[src/rtl/thor2024_head.sv]
// rtl/thor2024_head.sv - commit-side head pointer manager for the Thor2024 issue queue
// Retires up to two completed entries per cycle in order, skipping stomped slots.
module thor2024_head #(
  parameter int QENTRIES        = 8,
  parameter int SUPPORT_COMMIT2 = 1,
  parameter int ICNT_W          = 40,
  localparam int NW             = $clog2(QENTRIES)
) (
  input  logic                rst,
  input  logic                clk,
  input  logic [QENTRIES-1:0] iq_v,
  input  logic [QENTRIES-1:0] iq_done,
  input  logic [QENTRIES-1:0] iq_exc,
  input  logic [NW-1:0]       tail0,
  input  logic                commit_stall,
  output logic [NW-1:0]       head0,
  output logic [NW-1:0]       head1,
  output logic                commit0_v,
  output logic                commit1_v,
  output logic [NW-1:0]       commit0_ndx,
  output logic [NW-1:0]       commit1_ndx,
  output logic [QENTRIES-1:0] iq_clr,
  output logic                exc_v,
  output logic [NW-1:0]       exc_ndx,
  output logic [ICNT_W-1:0]   icnt
);

  logic [NW-1:0]       r_head0;
  logic                r_commit0_v;
  logic                r_commit1_v;
  logic [NW-1:0]       r_commit0_ndx;
  logic [NW-1:0]       r_commit1_ndx;
  logic [QENTRIES-1:0] r_iq_clr;
  logic                r_exc_v;
  logic [NW-1:0]       r_exc_ndx;
  logic [ICNT_W-1:0]   r_icnt;

  logic [NW-1:0]       w_head1;
  logic                w_ret0, w_skip0, w_exc0, w_take0;
  logic                w_ret1, w_skip1, w_exc1, w_take1;
  logic                w_commit1;
  logic [NW-1:0]       w_adv;
  logic [QENTRIES-1:0] w_clr;
  logic [ICNT_W-1:0]   w_ret_cnt;

  assign w_head1 = r_head0 + NW'(1);

  assign w_ret0  = iq_v[r_head0] & iq_done[r_head0] & ~commit_stall;
  assign w_skip0 = ~iq_v[r_head0] & (r_head0 != tail0);
  assign w_exc0  = w_ret0 & iq_exc[r_head0];
  assign w_take0 = w_ret0 | w_skip0;

  // An excepting entry at head1 must first become head0 before it can retire.
  assign w_ret1  = iq_v[w_head1] & iq_done[w_head1] & ~commit_stall;
  assign w_skip1 = ~iq_v[w_head1] & (w_head1 != tail0);
  assign w_exc1  = iq_v[w_head1] & iq_exc[w_head1];
  assign w_take1 = w_take0 & ~w_exc0 & (w_ret1 | w_skip1) & (w_head1 != tail0)
                 & (SUPPORT_COMMIT2 != 0) & ~w_exc1;

  assign w_commit1 = w_take1 & w_ret1;
  assign w_adv     = NW'(w_take0) + NW'(w_take1);
  assign w_ret_cnt = ICNT_W'(w_ret0) + ICNT_W'(w_commit1);

  always_comb begin
    w_clr = '0;
    if (w_take0) w_clr[r_head0] = 1'b1;
    if (w_take1) w_clr[w_head1] = 1'b1;
  end

  always_ff @(posedge clk or posedge rst) begin
    if (rst) begin
      r_head0       <= '0;
      r_commit0_v   <= 1'b0;
      r_commit1_v   <= 1'b0;
      r_commit0_ndx <= '0;
      r_commit1_ndx <= '0;
      r_iq_clr      <= '0;
      r_exc_v       <= 1'b0;
      r_exc_ndx     <= '0;
      r_icnt        <= '0;
    end else begin
      r_head0     <= r_head0 + w_adv;
      r_commit0_v <= w_ret0;
      r_commit1_v <= w_commit1;
      r_iq_clr    <= w_clr;
      r_exc_v     <= w_exc0;
      r_icnt      <= r_icnt + w_ret_cnt;
      if (w_ret0)    r_commit0_ndx <= r_head0;
      if (w_commit1) r_commit1_ndx <= w_head1;
      if (w_exc0)    r_exc_ndx     <= r_head0;
    end
  end

  assign head0       = r_head0;
  assign head1       = w_head1;
  assign commit0_v   = r_commit0_v;
  assign commit1_v   = r_commit1_v;
  assign commit0_ndx = r_commit0_ndx;
  assign commit1_ndx = r_commit1_ndx;
  assign iq_clr      = r_iq_clr;
  assign exc_v       = r_exc_v;
  assign exc_ndx     = r_exc_ndx;
  assign icnt        = r_icnt;

endmodule

[config.mk]
export PLATFORM = sky130hd
export DESIGN_NAME = thor2024_head
export DESIGN_NICKNAME = d
export VERILOG_FILES = /design/src/rtl/thor2024_head.sv
export SDC_FILE = /design/constraint.sdc
export NUM_CORES = 1
export LEC_CHECK = 0
export CAP_MARGIN = 20
export CELL_PAD_IN_SITES_DETAIL_PLACEMENT = 1
export CELL_PAD_IN_SITES_GLOBAL_PLACEMENT = 2
export CORE_MARGIN = 4
export CORE_UTILIZATION = 32
export DETAILED_ROUTE_END_ITERATION = 8
export PLACE_DENSITY = 0.95
export SLEW_MARGIN = 0
export SYNTH_ARGS = -nofsm -noshare
export SYNTH_HDL_FRONTEND = slang
export SYNTH_SLANG_ARGS = --single-unit
[constraint.sdc]
create_clock -name clk -period 10.2 [get_ports clk]
set_input_delay 1.53 -clock clk [delete_from_list [all_inputs] [get_ports clk]]
set_output_delay 1.53 -clock clk [all_outputs]
set_load 0.01 [all_outputs]
==> results.md <==
* Total gr overflow at 0
* Clk Latency, worst-skew pair at 0.33 ns
* Final period util at 0.580
* TritonCTS clock tree: built
* Rel. slew slack at 0.474
* Net switching power at 416 uW
* Vias after detailed routing at 2,483
* NumNets Final at 406
* WS Path Type: primary input to register
* Post-synth cell types at 47
* Min-delay worst type: register to register
* Pre-CTS setup slack at 3.98 ns
* Fmax at 169 MHz
* Start point of the critical path: iq_exc[0]
* Core Box Area at 0.00973 mm^2
* Gr usage total at 0.151
* Seq/Total Area, Yosys at 0.496
* Area of the multi-input gates at 0.00151 mm^2
* Initial antenna violation count at 0
* Clk root buf: clkbuf_8
* Worst path max stage delay at 0.62 ns
* Hold_sp: icnt[39]
* Std cell rows at 36
* CP Cell Sequence: clkdlybuf4s50_1 -> mux4_1 -> mux2_2 -> a211o_1 -> a211oi_2 -> nor3b_4 -> fa_1 -> ha_1 -> inv_1 -> or4_1 -> or4_1 -> or3_1 -> nor2_1 -> xor2_1
* Initial Util at 0.326
* Placed cell count at 493
* Peak VDD IR at 0.000160 V
* Worst clock skew at 0.00695 ns
* Global-route wire length before repair at 13,800 um
* ANT cells at 0
* CP Launch Type: primary input
* Layout cells sized above 1 at 0.109
* WP data arrival at 6.17 ns
* First-iteration detailed-routing DRC count at 83
* Slew @ Worst Pin at 0.790 ns
* CTS Buf Count at 9
* Worst path most repeated cell: or4_1
* Final instance area at 0.00450 mm^2
* Total of max-cap violations at 0
* Setup bufs post-CTS at 0
* Syn_area_per_cell at 11.7 um^2
* Drt pass-1 iters at 4
* Cells after Synth at 272
* Seq pwr share at 0.306
* Worst setup EP type: register
* Comb power frac at 0.475
* RSZ-0062 raised after global routing: no
* DR vias/cell at 4.88
* HPWL after DPL at 6190 um
* Routed Wire Length at 8230 um
* Fin cells at 509
* Clk buf depth at 2
* Cell internal pwr at 716 uW
* Req. time, crit path at 10.45 ns
* Die height at 108 um
* Pwr per Cell Area at 252 mW/mm^2
* Leakage at 1.89 nW
* # port buffers at 95
* Fin crit period at 5.92 ns
* Residual DRC at 0
* Hold Slack at 0.471 ns
* Die area at 0.0116 mm^2
* Post-synthesis register bit count at 63
* H-tree levels at 3
* Worst Setup Slack, final at 4.28 ns
* Syn-to-layout area delta at 41.6%
* Largest net degree at the start of global routing at 64
* Vias in the first global route at 2,708
* R2R Path Start: head0[1]
* Syn. warnings at 0
* Switching Fraction at 0.367
* Ports at 96
* Mapped cell area at 0.00318 mm^2
* Placed Instance Area at 0.00426 mm^2
* Drt wl/cell at 16.2 um
* Final hold violations at 0
* Mapped Nets at 307
* PostCTS Resize Cnt at 0
* RD Place Congestion at 0.757
* Die W at 108 um
* Max Transition Viols Final at 0
* Most used DFF post-synth: dfrtp_1
* Outcome: complete, no violations
* CTS Hold Bufs at 0
* Post-synth EDFFs at 0
* Max FO, Critical Path at 5
* Clock power frac at 0.219
* Number of fill cells at 1,085
* Post-route ant nets at 0
* # clock sinks at 63
* Reg area at 0.00158 mm^2
* Setup TNS Final at 0 ns
* Setup Viol. Count Final at 0
* Slowest cell on crit path: or4_1
* Async set or reset register ratio after synthesis at 1.00
* CTS clk-pin slew, worst paths at 0.07 ns
worst paths after layout:
kind	slack, ns	endpoint	cells after the start
max in group asynchronous	7.92	icnt[14]	3
worst max-delay path	4.28	icnt[34]	14
worst min-delay path	0.47	icnt[39]	1
worst max register to register	4.85	icnt[34]	15
worst min register to register	0.47	icnt[39]	1
min in group asynchronous	1.74	iq_clr[0]	3
stage by stage:
stage / power [mW] / util
after floorplan: 0.689 / -
after global placement: 0.874 / 0.438
after CTS: 1.15 / 0.462
after detailed placement: 0.891 / 0.438
final: 1.13 / 0.462
after global routing: 1.21 / 0.462
critical path: cells and delay by family:
kind	cells	cell delay, ns
buf+inv	2	0.52
mux	2	0.78
xor+xnor	1	0.15
simple gates	5	2.07
fa+ha+maj	2	0.52
compound gates	2	0.61
area by class of cell:
cell class | count | share of cell area
sequential | 63 | 0.351
multi-input combinational | 188 | 0.336
timing repair buffer | 97 | 0.215
tap | 133 | 0.0370
clock buffer | 11 | 0.0337
clock inverter | 5 | 0.0178
inverter | 12 | 0.0100
cell families after synthesis:
logic type	count (synthesis)	synth area share
AOI/OAI and AO/OA	20	0.0489
xor gates and xnor gates	45	0.126
adders and majority gates	5	0.0244
buffers and inverters	21	0.0280
DFF	63	0.496
muxes	27	0.123
and+or+nand+nor	91	0.152
layer usage:
| layer | up-vias | GRT usage | share of wire |
|---|---|---|---|
| met5 | - | 0 | 0 |
| met4 | 0 | 0.0361 | 0.0060 |
| met3 | 4 | 0.0498 | 0.060 |
| met2 | 62 | 0.251 | 0.49 |
| met1 | 1263 | 0.189 | 0.44 |
| li1 | 1154 | - | - |
cells in the final DEF (no fill, tap or decap), drive strengths merged, types with 2 or more instances in the layout:
cell type / count
or4: 2
a221oi: 2
mux2: 14
dfrtp: 63
a21oi: 2
mux2i: 5
xnor2: 30
nand2: 21
and4: 2
nand2b: 3
inv: 11
clkbuf: 11
or3: 6
buf: 2
and3: 4
fa: 2
clkdlybuf4s50: 95
o22ai: 3
bufinv: 2
clkinvlp: 2
mux4: 8
o21ai: 2
clkinv: 2
nand4: 7
nor3b: 2
o32ai: 4
nor2: 17
nand3: 18
xor2: 15
ha: 3
nor3: 4
power groups by stage:
stage / sequential (mW) / clock, mW / combinational (mW)
after detailed placement: 0.350 / 0 / 0.541
after floorplan: 0.349 / 0 / 0.340
after global routing: 0.355 / 0.267 / 0.591
final: 0.346 / 0.248 / 0.538
after global placement: 0.349 / 0 / 0.525
after CTS: 0.347 / 0.256 / 0.544
state kept, by name, summed over array words and instances (netlist names):
name and flops:
commit0_ndx 3, iq_clr 8, commit1_v 1, commit0_v 1, exc_v 1, commit1_ndx 3, exc_ndx 3, head0 3
icnt 40
cells in the mapped netlist (5+ instances only):
cell type | n | area (um^2)
nand2_1 | 21 | 78.8
dfrtp_1 | 63 | 1580
clkbuf_1 | 6 | 22.5
nor2_1 | 17 | 63.8
or3_1 | 6 | 37.5
mux2_2 | 10 | 113
xnor2_1 | 29 | 254
inv_1 | 11 | 41.3
nand4_1 | 6 | 37.5
xor2_1 | 15 | 131
mux4_2 | 7 | 158
nand3_1 | 18 | 90.1
mux2i_1 | 5 | 50.1
Power figures use the tool's default switching activity.
